## src/rtl/hazard_pkg.sv

```systemverilog
// Shared types for the hazard controller: forward selects and MCU states.
// Imported by hazard_fwd_sel and hazard_ctrl_mc.
package hazard_pkg;

    typedef enum logic [1:0] {
        FWD_RF = 2'b00,
        FWD_W  = 2'b01,
        FWD_M  = 2'b10
    } fwd_sel_e;

    typedef enum logic {
        MCU_IDLE = 1'b0,
        MCU_BUSY = 1'b1
    } mcu_state_e;

endpackage

```

## src/rtl/hazard_fwd_sel.sv

```systemverilog
// Forward-select for one E-stage operand: M beats W, x0 never forwards.
// Ports: rs (E source), rd_m/reg_write_m, rd_w/reg_write_w, sel (fwd_sel_e).
module hazard_fwd_sel
    import hazard_pkg::*;
#(
    parameter int AW     = 5,
    parameter int FWD_EN = 1
) (
    input  logic [AW-1:0] rs,
    input  logic [AW-1:0] rd_m,
    input  logic          reg_write_m,
    input  logic [AW-1:0] rd_w,
    input  logic          reg_write_w,
    output fwd_sel_e      sel
);

    logic hit_m;
    logic hit_w;

    assign hit_m = reg_write_m && (rs != '0) && (rd_m == rs);
    assign hit_w = reg_write_w && (rs != '0) && (rd_w == rs);

    always_comb begin
        sel = FWD_RF;
        if (FWD_EN != 0) begin
            if (hit_m)      sel = FWD_M;
            else if (hit_w) sel = FWD_W;
        end
    end

endmodule

```

## src/rtl/hazard_ctrl_mc.sv

```systemverilog
// Hazard controller: forwarding, stall/flush priority, MCU start/done FSM,
// saturating perf counters. Inputs: D/E/M/W register ids and write/load
// flags, PCSrcE_i, MemReady_i, McuE_i/McuDone_i, PerfClr_i. Outputs: stage
// stalls/flushes, ForwardAE/BE_o, McuStart_o/McuBusy_o, perf counters.
module hazard_ctrl_mc
    import hazard_pkg::*;
#(
    parameter int NREG   = 32,
    parameter int FWD_EN = 1,
    parameter int PERF_W = 16,
    localparam int AW    = $clog2(NREG)
) (
    input  logic              clk_i,
    input  logic              rst_ni,
    input  logic [AW-1:0]     Rs1D_i,
    input  logic [AW-1:0]     Rs2D_i,
    input  logic [AW-1:0]     Rs1E_i,
    input  logic [AW-1:0]     Rs2E_i,
    input  logic [AW-1:0]     RdE_i,
    input  logic              RegWriteE_i,
    input  logic              LoadE_i,
    input  logic              McuE_i,
    input  logic              PCSrcE_i,
    input  logic [AW-1:0]     RdM_i,
    input  logic              RegWriteM_i,
    input  logic              LoadM_i,
    input  logic              MemReady_i,
    input  logic [AW-1:0]     RdW_i,
    input  logic              RegWriteW_i,
    input  logic              McuDone_i,
    input  logic              PerfClr_i,
    output logic              StallF_o,
    output logic              StallD_o,
    output logic              StallE_o,
    output logic              StallM_o,
    output logic              FlushD_o,
    output logic              FlushE_o,
    output logic              FlushM_o,
    output logic              FlushW_o,
    output logic [1:0]        ForwardAE_o,
    output logic [1:0]        ForwardBE_o,
    output logic              McuStart_o,
    output logic              McuBusy_o,
    output logic [PERF_W-1:0] PerfStallCnt_o,
    output logic [PERF_W-1:0] PerfFlushCnt_o
);

    mcu_state_e state;
    mcu_state_e state_nxt;
    fwd_sel_e   fwd_a;
    fwd_sel_e   fwd_b;

    logic mem_stall;
    logic mcu_stall;
    logic dep_stall;
    logic e_hit;
    logic m_hit;

    function automatic logic d_hit(
        input logic [AW-1:0] rd,
        input logic [AW-1:0] s1,
        input logic [AW-1:0] s2
    );
        return (rd != '0) && ((rd == s1) || (rd == s2));
    endfunction

    hazard_fwd_sel #(.AW(AW), .FWD_EN(FWD_EN)) u_fwd_a (
        .rs          (Rs1E_i),
        .rd_m        (RdM_i),
        .reg_write_m (RegWriteM_i),
        .rd_w        (RdW_i),
        .reg_write_w (RegWriteW_i),
        .sel         (fwd_a)
    );

    hazard_fwd_sel #(.AW(AW), .FWD_EN(FWD_EN)) u_fwd_b (
        .rs          (Rs2E_i),
        .rd_m        (RdM_i),
        .reg_write_m (RegWriteM_i),
        .rd_w        (RdW_i),
        .reg_write_w (RegWriteW_i),
        .sel         (fwd_b)
    );

    assign ForwardAE_o = fwd_a;
    assign ForwardBE_o = fwd_b;

    assign e_hit = RegWriteE_i && d_hit(RdE_i, Rs1D_i, Rs2D_i);
    assign m_hit = RegWriteM_i && d_hit(RdM_i, Rs1D_i, Rs2D_i);

    assign mem_stall = LoadM_i && !MemReady_i;
    // Done in BUSY releases E in the same cycle.
    assign mcu_stall = McuE_i
                    && !((state == MCU_BUSY) && McuDone_i);
    // Write-through regfile: W never needs a stall.
    assign dep_stall = (LoadE_i && e_hit)
                    || ((FWD_EN == 0) && (e_hit || m_hit));

    always_comb begin
        StallF_o = 1'b0;
        StallD_o = 1'b0;
        StallE_o = 1'b0;
        StallM_o = 1'b0;
        FlushD_o = 1'b0;
        FlushE_o = 1'b0;
        FlushM_o = 1'b0;
        FlushW_o = 1'b0;
        if (mem_stall) begin
            StallF_o = 1'b1;
            StallD_o = 1'b1;
            StallE_o = 1'b1;
            StallM_o = 1'b1;
            FlushW_o = 1'b1;
        end else if (mcu_stall) begin
            StallF_o = 1'b1;
            StallD_o = 1'b1;
            StallE_o = 1'b1;
            FlushM_o = 1'b1;
        end else if (PCSrcE_i) begin
            // Redirect kills the load-use wait too.
            FlushD_o = 1'b1;
            FlushE_o = 1'b1;
        end else if (dep_stall) begin
            StallF_o = 1'b1;
            StallD_o = 1'b1;
            FlushE_o = 1'b1;
        end
    end

    always_comb begin
        state_nxt  = state;
        McuStart_o = 1'b0;
        unique case (state)
            MCU_IDLE: begin
                if (McuE_i && !mem_stall) begin
                    state_nxt  = MCU_BUSY;
                    McuStart_o = 1'b1;
                end
            end
            MCU_BUSY: begin
                if (McuDone_i) state_nxt = MCU_IDLE;
            end
            default: state_nxt = MCU_IDLE;
        endcase
    end

    assign McuBusy_o = (state == MCU_BUSY);

    always_ff @(posedge clk_i or negedge rst_ni) begin
        if (!rst_ni) state <= MCU_IDLE;
        else         state <= state_nxt;
    end

    always_ff @(posedge clk_i or negedge rst_ni) begin
        if (!rst_ni) begin
            PerfStallCnt_o <= '0;
            PerfFlushCnt_o <= '0;
        end else if (PerfClr_i) begin
            PerfStallCnt_o <= '0;
            PerfFlushCnt_o <= '0;
        end else begin
            if (StallF_o && !(&PerfStallCnt_o))
                PerfStallCnt_o <= PerfStallCnt_o + 1'b1;
            if (FlushD_o && !(&PerfFlushCnt_o))
                PerfFlushCnt_o <= PerfFlushCnt_o + 1'b1;
        end
    end

endmodule

```

## config.mk

```make
export PLATFORM = sky130hd
export DESIGN_NAME = hazard_ctrl_mc
export DESIGN_NICKNAME = d
export VERILOG_FILES = /design/src/rtl/hazard_pkg.sv /design/src/rtl/hazard_fwd_sel.sv /design/src/rtl/hazard_ctrl_mc.sv
export SDC_FILE = /design/constraint.sdc
export NUM_CORES = 1
export LEC_CHECK = 0
export ABC_CLOCK_PERIOD_IN_PS = 2000
export BUFFER_PORTS_ARGS = -buffer_cell sky130_fd_sc_hd__buf_4
export CORE_MARGIN = 2
export CORE_UTILIZATION = 44
export CTS_CLUSTER_SIZE = 10
export DETAILED_ROUTE_END_ITERATION = 8
export GPL_TIMING_DRIVEN = 0
export PLACE_DENSITY = 0.74
export SYNTH_ARGS = -nofsm -noshare
export SYNTH_HDL_FRONTEND = slang
export SYNTH_HIERARCHICAL = 1
export SYNTH_SLANG_ARGS = --single-unit
```

## constraint.sdc

```tcl
create_clock -name clk_i -period 2 [get_ports clk_i]
set_input_delay 0.1 -clock clk_i [delete_from_list [all_inputs] [get_ports clk_i]]
set_output_delay 0.1 -clock clk_i [all_outputs]
set_load 0.02 [all_outputs]
```

==> qor.yml, run 1 <==
run_status:
  status: "complete, no violations"
critical_path:
  required_ns: 2.21
  worstSetupPathType: "flop to flop"
  timing.rr.start: "PerfStallCnt_o[4]"
  crit_fanout: 6
  rr_worst_depth: 9
  reg2reg_slack_ns: 0.04
  crit_path_end_kind: "flop"
  regToRegEndpoint: "PerfStallCnt_o[10]"
  crit_arrival_ns: 2.17
  cp-start-kind: "flop"
placed_design:
  gp_congestion: 0.7516
  io_buffer_count: 92
  dp_hpwl_um: 4246
  placed_cells: 410
clocking:
  clock_latency_ns: 0.29
  clk_path_buf_depth: 2
  cts_buffers: 5
  cts.sinks: 33
  cts-root-buf: "clkbuf_8"
  htreeDepth: 2
  clk_pin_slew_ns: 0.07
  cts_tree: "built"
route:
  via_count: 2280
  vias_per_cell: 5.182
  wl_um: 5968
  wire_per_inst_um: 13.56
  dr.pass1.iters: 4
  ant_nets: 0
  drc: 0
  first_iter_violations: 115
sta:
  whs_ns: 0.01593
  fin_crit_sh_pct: 97.89
  grt_setup_unrepaired: "true"
  fmax_mhz: 510.8
  slew_headroom_pct: 61.96
  drv_slew: 0
  hold_violations: 0
  setup_viol: 0
  clock_skew_ns: 0.004000
  worstMarginPinSlew_ns: 0.5707
  period_needed_ns: 1.958
global_routing:
  grt_use_total_pct: 19.98
  antenna_found_initial: 0
  grt_overflow: 0
  grt_max_degree: 34
  grt_pass1_vias: 2027
  grt_pass1_wl_um: 8728
synth:
  synth_common_cells: "dfrtp_1, xnor2_1, nor2_1"
  yosysMostFrequentCell: "dfrtp_1"
  seq_area_frac_synth_pct: 36.75
  syn_avg_cell_area_um2: 9.061
  yosys.area.top_type: "dfrtp_1"
  synth_nets: 297
  yosys_warnings: 6
  async_flop_share_pct: 100.0
  dominantRegCellSynth: "dfrtp_1"
  synth_cell_types: 43
  synth_top_area_share_pct: 36.75
  netlist_instances: 248
  synth.area.top_cells: "dfrtp_1, xnor2_1, xor2_1, or3_1, nor2_1"
  synth_edf_count: 0
  synth_area_um2: 2247
  synth_seq_cells: 33
final_layout:
  drive_above_1_share_pct: 41.89
  fillCellCount: 448
  syn_to_final_growth_pct: 50.67
  nNetsFinal: 418
  antenna_cells: 0
  instances_no_fill: 440
worst_hold_path:
  min_to: "McuBusy_o"
  hold_class: "input port to flop"
  hp-start: "McuDone_i"
  holdPathStages: 2
pwr:
  power.internal_mw: 1.148
  total_power_mw: 1.599
  powerDensity_nw_per_um2: 472.3
  switching_share_pct: 28.22
  clkPwrFrac_pct: 30.3
  leakage_nw: 1.536
  ir_drop_uv: 478.3
  p_switching_mw: 0.4512
  seq_power_share_pct: 43.1
  p_comb_share_pct: 26.5
floorplanning:
  core_area_um2: 5010
  die-area_um2: 5695
  pin_count: 93
  chipHeight_um: 75.47
  initial_core_util_pct: 44.86
  fp-row-count: 26
  dieWidth_um: 75.47
job:
  cap_violations: 0
==> registers in the layout (all words and copies together), names as in the netlist <==
| signal | cells |
|---|---|
| McuBusy_o | 1 |
| PerfFlushCnt_o | 16 |
| PerfStallCnt_o | 16 |
==> repair_timing <==
item	in CTS	in global routing
hold buffers	2	0
pin swaps	0	3
cloned	0	2
resized for setup	4	13
buffers inserted	3	16
hold endpoints to repair	34	0
setup endpoints to repair	18	24
==> worst max-delay path: stages, from the launching register on <==
cell and delay (ns):
dfrtp_1 0.40, and3_4 0.21, and4_4 0.30, a31oi_4 0.11
a31oi_4 0.27, buf_6 0.16, buf_8 0.11, buf_4 0.10
o21ai_1 0.07, a21oi_1 0.14
==> logic make-up (layout without fill, tap and decap cells) <==
| group | count (synthesis) | count (layout) | synth area share [%] |
|---|---|---|---|
| multiplexers | 2 | 2 | 0.8909 |
| adder cells (fa/ha/maj) | 2 | 2 | 1.113 |
| AO/OA/AOI/OAI | 43 | 43 | 12.86 |
| flip-flops | 33 | 33 | 36.75 |
| XOR/XNOR | 45 | 45 | 17.54 |
| buffers and inverters | 19 | 141 | 5.624 |
| AND/OR/NAND/NOR | 104 | 104 | 25.22 |
==> routing by layer <==
metal / up-vias / track usage [%] / share of wire, % / wire length (um)
li1: 1114 / - / - / -
met2: 64 / 35.65 / 53 / 3143
met3: 8 / 5.159 / 6.7 / 398
met1: 1094 / 22.99 / 40 / 2364
met4: 0 / 7.407 / 1.0 / 61
met5: - / 0 / 0 / 0
==> cell type report <==
cell class                 count  area [um2]  area share, %
tap                           70       87.58          2.587
sequential                    33       830.8          24.54
clock buffer                   8       80.08          2.365
inverter                       8       30.03         0.8869
buffer                        10       85.08          2.513
timing repair buffer         115       883.3          26.09
multi-input combinational    196        1389          41.02
==> how the worst max path moves through the flow <==
stage / endpoint / from / slack, ns / cells past startpoint
floorplan: PerfStallCnt_o[15] / PerfStallCnt_o[3] / 0.02 / 8
global placement: PerfFlushCnt_o[15] / PerfFlushCnt_o[0] / -0.12 / 6
detailed placement: PerfFlushCnt_o[15] / PerfFlushCnt_o[0] / -0.11 / 6
CTS: PerfStallCnt_o[6] / PerfStallCnt_o[3] / 0.007 / 8
global route: PerfStallCnt_o[1] / PerfStallCnt_o[4] / -0.03 / 8
finish: PerfStallCnt_o[10] / PerfStallCnt_o[4] / 0.04 / 9
==> placed cells by master (no fill, tap or decap), types with 4 or more instances in the layout <==
master,Yosys,final
or3_1,14,13
and3_1,5,4
a21oi_1,17,13
xor2_1,19,18
inv_1,7,7
nand4_1,7,7
dfrtp_2,0,4
buf_4,4,115
nand2_1,17,17
a21oi_2,0,4
clkbuf_1,2,5
dfrtp_1,33,29
o21ai_0,6,6
clkbuf_8,0,5
xnor2_1,26,26
nand3_1,15,15
nor2_1,23,23
o21ai_1,9,9
==> power by group through the flow <==
stage	sequential (mW)	combinational (mW)	clock, mW
after global placement	0.707	0.362	0
after global routing	0.690	0.457	0.523
final	0.690	0.424	0.485
after CTS	0.690	0.386	0.500
after floorplan	0.720	0.176	0
after detailed placement	0.707	0.366	0
==> per-stage QoR <==
stage	setup slack, ns	instance area [um2]	TNS, ns	utilization, %
2_1_floorplan	0.02294	2253	0	-
3_3_place_gp	-0.1178	3032	-0.5334	60.51
3_5_place_dp	-0.1132	3032	-0.8557	60.51
4_1_cts	0.007113	3191	0	63.69
5_1_grt	-0.02742	3386	-0.1132	67.58
6_report	0.04215	3386	0	67.58
No activity file was read; power rests on OpenSTA's default activity.
==> run 2: changes to the inputs <==
--- a/config.mk
+++ b/config.mk
@@ -8,11 +8,10 @@
 export ABC_CLOCK_PERIOD_IN_PS = 2000
 export BUFFER_PORTS_ARGS = -buffer_cell sky130_fd_sc_hd__buf_4
 export CORE_MARGIN = 2
-export CORE_UTILIZATION = 44
-export CTS_CLUSTER_SIZE = 10
+export CORE_UTILIZATION = 43
 export DETAILED_ROUTE_END_ITERATION = 8
 export GPL_TIMING_DRIVEN = 0
-export PLACE_DENSITY = 0.74
+export PLACE_DENSITY = 0.73
 export SYNTH_ARGS = -nofsm -noshare
 export SYNTH_HDL_FRONTEND = slang
 export SYNTH_HIERARCHICAL = 1
==> run 2 against run 1 <==
  * Clock skew is 0.0066 ns higher
  * Routed wire length is 2.3% higher
  * First-iteration DRC count is 11% lower
  * Critical endpoint is now PerfStallCnt_o[1]
  * Largest power group unchanged
  * Critical path type unchanged
  * Clock-buffer cell count is 1 lower
  * Core utilization is 1.4 points lower
  * Sequential share of layout area is 0.19 points higher
  * Combinational power is 6.4% lower
  * Maximum frequency is 1.2% higher
==> qor.yml, run 2 (same netlist as run 1, synthesis figures left out) <==
run_status:
  status: "complete, no violations"
route:
  wl_um: 6107
  dr.pass1.iters: 4
  drc: 0
  first_iter_violations: 102
  vias_per_cell: 5.175
  ant_nets: 0
  wire_per_inst_um: 14.04
  via_count: 2251
floorplanning:
  initial_core_util_pct: 44.28
  dieWidth_um: 76.29
  fp-row-count: 26
  chipHeight_um: 76.29
  die-area_um2: 5820
  core_area_um2: 5075
  pin_count: 93
placed_design:
  dp_hpwl_um: 4537
  io_buffer_count: 92
  placed_cells: 410
  gp_congestion: 0.7688
sta:
  period_needed_ns: 1.934
  worstMarginPinSlew_ns: 0.5063
  fin_crit_sh_pct: 96.72
  drv_slew: 0
  hold_violations: 0
  clock_skew_ns: 0.01059
  fmax_mhz: 517.0
  setup_viol: 0
  whs_ns: 0.01307
  slew_headroom_pct: 66.25
final_layout:
  ff_latch_area_um2: 830.8
  layout_commonest_cell: "buf_4"
  drive_above_1_share_pct: 40.55
  layout_common_cells: "buf_4, dfrtp_1, xnor2_1, nor2_1, xor2_1"
  fillCellCount: 443
  instances_no_fill: 435
  nNetsFinal: 413
  multi_input_area_um2: 1381
  antenna_cells: 0
  syn_to_final_growth_pct: 49.50
global_routing:
  grt_overflow: 0
  grt_pass1_wl_um: 10090
  antenna_found_initial: 0
  grt_pass1_vias: 2207
  grt_use_total_pct: 20.98
  grt_max_degree: 34
critical_path:
  cp-startpoint: "PerfStallCnt_o[5]"
  path_buf_inv: 2
  regToRegEndpoint: "PerfStallCnt_o[1]"
  cpMostUsedCell: "a31oi_4"
  worstSetupPathType: "flop to flop"
  crit_path_end_kind: "flop"
  worstPathCellList: "and3_4 > and4_4 > a31oi_4 > a31oi_4 > buf_6 > buf_8 > mux2i_1 > nor2_1"
  crit_arrival_ns: 2.08
  crit_fanout: 10
  timing.rr.start: "PerfStallCnt_o[5]"
  rr_worst_depth: 8
  cp_top_family: "simple AND/OR/NAND/NOR gates"
  reg2reg_slack_ns: 0.07
  slowest_delay_ns: 0.38
  cp_slowest_cell: "dfrtp_1"
  crit_path_end: "PerfStallCnt_o[1]"
  cp.depth: 8
  cp-start-kind: "flop"
  required_ns: 2.15
clocking:
  clock_latency_ns: 0.29
  clk_path_buf_depth: 2
  clk_pin_slew_ns: 0.07
  cts_buffers: 5
  cts-root-buf: "clkbuf_8"
  cts_tree: "built"
  cts.sinks: 33
  htreeDepth: 2
pwr:
  switching_share_pct: 26.02
  seq_power_share_pct: 39.9
  power.internal_mw: 1.286
  total_power_mw: 1.738
  p_comb_share_pct: 22.8
  p_switching_mw: 0.4522
  clkPwrFrac_pct: 37.3
  leakage_nw: 1.526
  ir_drop_uv: 448.2
  powerDensity_nw_per_um2: 517.3
job:
  cap_violations: 0
worst_hold_path:
  hold_class: "input port to flop"
run 2: worst min path at each step:
stage	endpoint	depth (start not counted)	start
after global placement	PerfFlushCnt_o[1]	1	rst_ni
after CTS	McuBusy_o	2	McuDone_i
after detailed placement	PerfFlushCnt_o[7]	1	rst_ni
after floorplan	McuBusy_o	0	rst_ni
final	McuBusy_o	2	McuDone_i
after global routing	PerfStallCnt_o[2]	2	PerfClr_i
run 2: layout make-up:
cell class / instances / area share (%)
timing repair buffer: 110 / 24.66
tap: 70 / 2.607
inverter: 8 / 0.8939
sequential: 33 / 24.73
multi-input combinational: 196 / 41.12
clock buffer: 7 / 2.570
buffer: 10 / 2.533
clock inverter: 1 / 0.8939
run 2: worst register-to-register path, delay by kind of cell (launching register included):
family          cells  cell delay (ns)
simple gates        3             0.57
flops               1             0.38
buf+inv             2             0.31
compound gates      2             0.37
mux                 1             0.18
run 2: power by group through the flow:
| stage | Sequential, mW | Clock [mW] | Combinational (mW) |
|---|---|---|---|
| 6_report | 0.693 | 0.648 | 0.397 |
| 5_1_grt | 0.694 | 0.691 | 0.432 |
| 4_1_cts | 0.690 | 0.657 | 0.393 |
| 3_5_place_dp | 0.707 | 0 | 0.369 |
| 3_3_place_gp | 0.707 | 0 | 0.363 |
| 2_1_floorplan | 0.720 | 0 | 0.176 |
run 2: timing repair:
| item | CTS | global route |
|---|---|---|
| setup endpoints to repair | 18 | 22 |
| resized for setup | 6 | 8 |
| buffers inserted | 5 | 12 |
| hold buffers | 1 | 0 |
| endpoints found under the hold margin | 33 | 0 |
| pin swaps | 1 | 5 |
run 2: stage by stage:
step	utilization (%)	TNS (ns)	cell area (um2)	worst slack, ns
floorplan	-	0	2253	0.02294
global placement	59.74	-0.4672	3032	-0.1086
detailed placement	59.74	-0.9750	3032	-0.1463
CTS	63.86	0	3241	0.006991
global route	66.20	-0.03247	3359	-0.01778
finish	66.20	0	3359	0.06566
run 2: metal layers:
| layer | share of wire, % | up-vias | track usage (%) | wire, um |
|---|---|---|---|---|
| met4 | 0.80 | 0 | 5.091 | 49 |
| met2 | 51 | 80 | 36.46 | 3097 |
| li1 | - | 1108 | - | - |
| met3 | 6.5 | 5 | 6.398 | 396 |
| met1 | 42 | 1058 | 25.42 | 2564 |
| met5 | 0 | - | 0 | 0 |
==> run 3: changes to the inputs <==
--- a/config.mk
+++ b/config.mk
@@ -5,7 +5,7 @@
 export SDC_FILE = /design/constraint.sdc
 export NUM_CORES = 1
 export LEC_CHECK = 0
-export ABC_CLOCK_PERIOD_IN_PS = 2000
+export ABC_CLOCK_PERIOD_IN_PS = 1650
 export BUFFER_PORTS_ARGS = -buffer_cell sky130_fd_sc_hd__buf_4
 export CORE_MARGIN = 2
 export CORE_UTILIZATION = 43
==> constraint.sdc (replaced) <==
create_clock -name clk_i -period 1.65 [get_ports clk_i]
set_input_delay 0.0825 -clock clk_i [delete_from_list [all_inputs] [get_ports clk_i]]
set_output_delay 0.0825 -clock clk_i [all_outputs]
set_load 0.02 [all_outputs]
==> run 3 against run 2 <==
  * The run now ends with negative setup slack left
  * Non-clock buffer count rose by 26
  * Sequential power is 21% higher
  * Sequential share of layout area down 2.1 points
  * Routed wire length rose by 12%
  * Register-to-register slack got worse by 0.22 ns
  * Core utilization up 7.2 points
  * Largest power group unchanged
==> qor.yml, run 3 (same netlist as run 1, synthesis figures left out) <==
floorplanning:
  fp-row-count: 26
  die-area_um2: 5820
  chipHeight_um: 76.29
  initial_core_util_pct: 44.28
  pin_count: 93
  dieWidth_um: 76.29
  core_area_um2: 5075
clocking:
  cts-root-buf: "clkbuf_8"
  htreeDepth: 2
  clk_path_buf_depth: 2
  clk_pin_slew_ns: 0.07
  clock_latency_ns: 0.29
  cts_tree: "built"
  cts.sinks: 33
  cts_buffers: 5
sta:
  grt_setup_unrepaired: "true"
  finalSetupTns_ns: -2.287
  slew_headroom_pct: 58.40
  clock_skew_ns: 0.006066
  fmax_mhz: 554.1
  period_needed_ns: 1.805
  drv_slew: 0
  fin_crit_sh_pct: 109.4
  worst_slack_ns: -0.1548
  whs_ns: 0.008824
  hold_violations: 0
  setup_viol: 23
  worstMarginPinSlew_ns: 0.6240
worst_hold_path:
  holdPathStages: 2
  min_to: "McuBusy_o"
  hold_class: "input port to flop"
  hp-start: "McuDone_i"
global_routing:
  grt_overflow: 0
  grt_use_total_pct: 22.13
  use_met2_pct: 39.12
  grt_pass1_wl_um: 10740
  antenna_found_initial: 0
  grt_max_degree: 34
  grt_pass1_vias: 2287
  grt.busiest_layer: "met2"
  grt_util_met1_pct: 28.08
  grt_use_met3_pct: 4.147
placed_design:
  dp_hpwl_um: 4481
  placed_area_um2: 3128
  post-place-ws_ns: -0.2716
  io_buffer_count: 92
  gp_congestion: 0.8615
final_layout:
  final_area_um2: 3727
  syn_to_final_growth_pct: 65.87
  layout_common_cells: "buf_4, xnor2_1, nor2_1, dfrtp_1, xor2_1"
  fillCellCount: 426
  antenna_cells: 0
  layout_commonest_cell: "buf_4"
  drive_above_1_share_pct: 53.20
  nNetsFinal: 439
route:
  ant_nets: 0
  drc: 0
  vias_per_cell: 5.252
  via_count: 2421
  first_iter_violations: 95
  dr.pass1.iters: 4
  wire_per_inst_um: 14.86
  wl_um: 6851
critical_path:
  crit_path_end_kind: "flop"
  rr_worst_depth: 7
  crit_fanout: 10
  timing.rr.start: "PerfStallCnt_o[0]"
  cp-start-kind: "flop"
  worstSetupPathType: "flop to flop"
  regToRegEndpoint: "PerfStallCnt_o[13]"
  reg2reg_slack_ns: -0.15
  crit_arrival_ns: 2.01
  required_ns: 1.86
pwr:
  total_power_mw: 2.029
  powerDensity_nw_per_um2: 544.2
  leakage_nw: 1.648
  ir_drop_uv: 518.9
run_status:
  violations: "negative setup slack"
  status: "finished with violations"
job:
  cap_violations: 0
[run 3: final cells by class]
class                           count  area, um2  share of cell area [%]
Inverter                            8      30.03                  0.8056
Clock buffer                        8      90.09                   2.417
Multi-Input combinational cell    196       1536                   41.22
Buffer                             10      85.08                   2.283
Timing Repair Buffer              136       1056                   28.33
Sequential cell                    33      842.1                   22.59
Tap cell                           70      87.58                   2.350
[run 3: critical path, stage by stage (launching register included)]
cell and delay [ns]:
dfrtp_2 0.43, ha_4 0.17, and4_4 0.21, a31oi_4 0.18, a31oi_4 0.12, buf_6 0.15
or3_4 0.33, a21oi_2 0.14
[run 3: routing by layer]
layer	share of wire [%]	routed length (um)	up-vias
li1	-	-	1157
met1	41	2782	1169
met2	52	3588	79
met3	5.2	358	16
met4	1.8	122	0
met5	0	0	-
[run 3: timing repair]
action                                  4_1_cts  5_1_grt
pin swaps                                    19        7
buffers inserted                             31       14
endpoints found under the setup margin       27       33
hold buffers                                  2        0
cloned                                        0        1
gates resized for setup                      12       29
endpoints found under the hold margin        35        0
[run 3: power breakdown]
group / total [mW] / switching [mW] / leakage, nW / internal (mW)
combinational: 0.543 / 0.263 / 1.17 / 0.280
sequential: 0.841 / 0.0158 / 0.436 / 0.825
clock: 0.645 / 0.304 / 0.0455 / 0.341
[run 3: worst max-delay path by stage]
| stage | start | to | slack, ns | cells past startpoint |
|---|---|---|---|---|
| floorplan | PerfStallCnt_o[4] | PerfStallCnt_o[15] | -0.20 | 8 |
| detailed placement | RdE_i[1] | PerfStallCnt_o[1] | -0.27 | 9 |
| CTS | PerfStallCnt_o[4] | PerfStallCnt_o[1] | -0.18 | 8 |
| finish | PerfStallCnt_o[0] | PerfStallCnt_o[13] | -0.15 | 7 |
| global route | PerfStallCnt_o[10] | PerfStallCnt_o[1] | -0.27 | 8 |
| global placement | RdE_i[1] | PerfStallCnt_o[1] | -0.24 | 9 |
[run 3: through the flow]
step | cells | utilization [%]
detailed placement | 410 | 61.64
floorplan | 248 | -
finish | 461 | 73.45
CTS | 447 | 69.01
global route | 461 | 73.45
global placement | 410 | 61.64
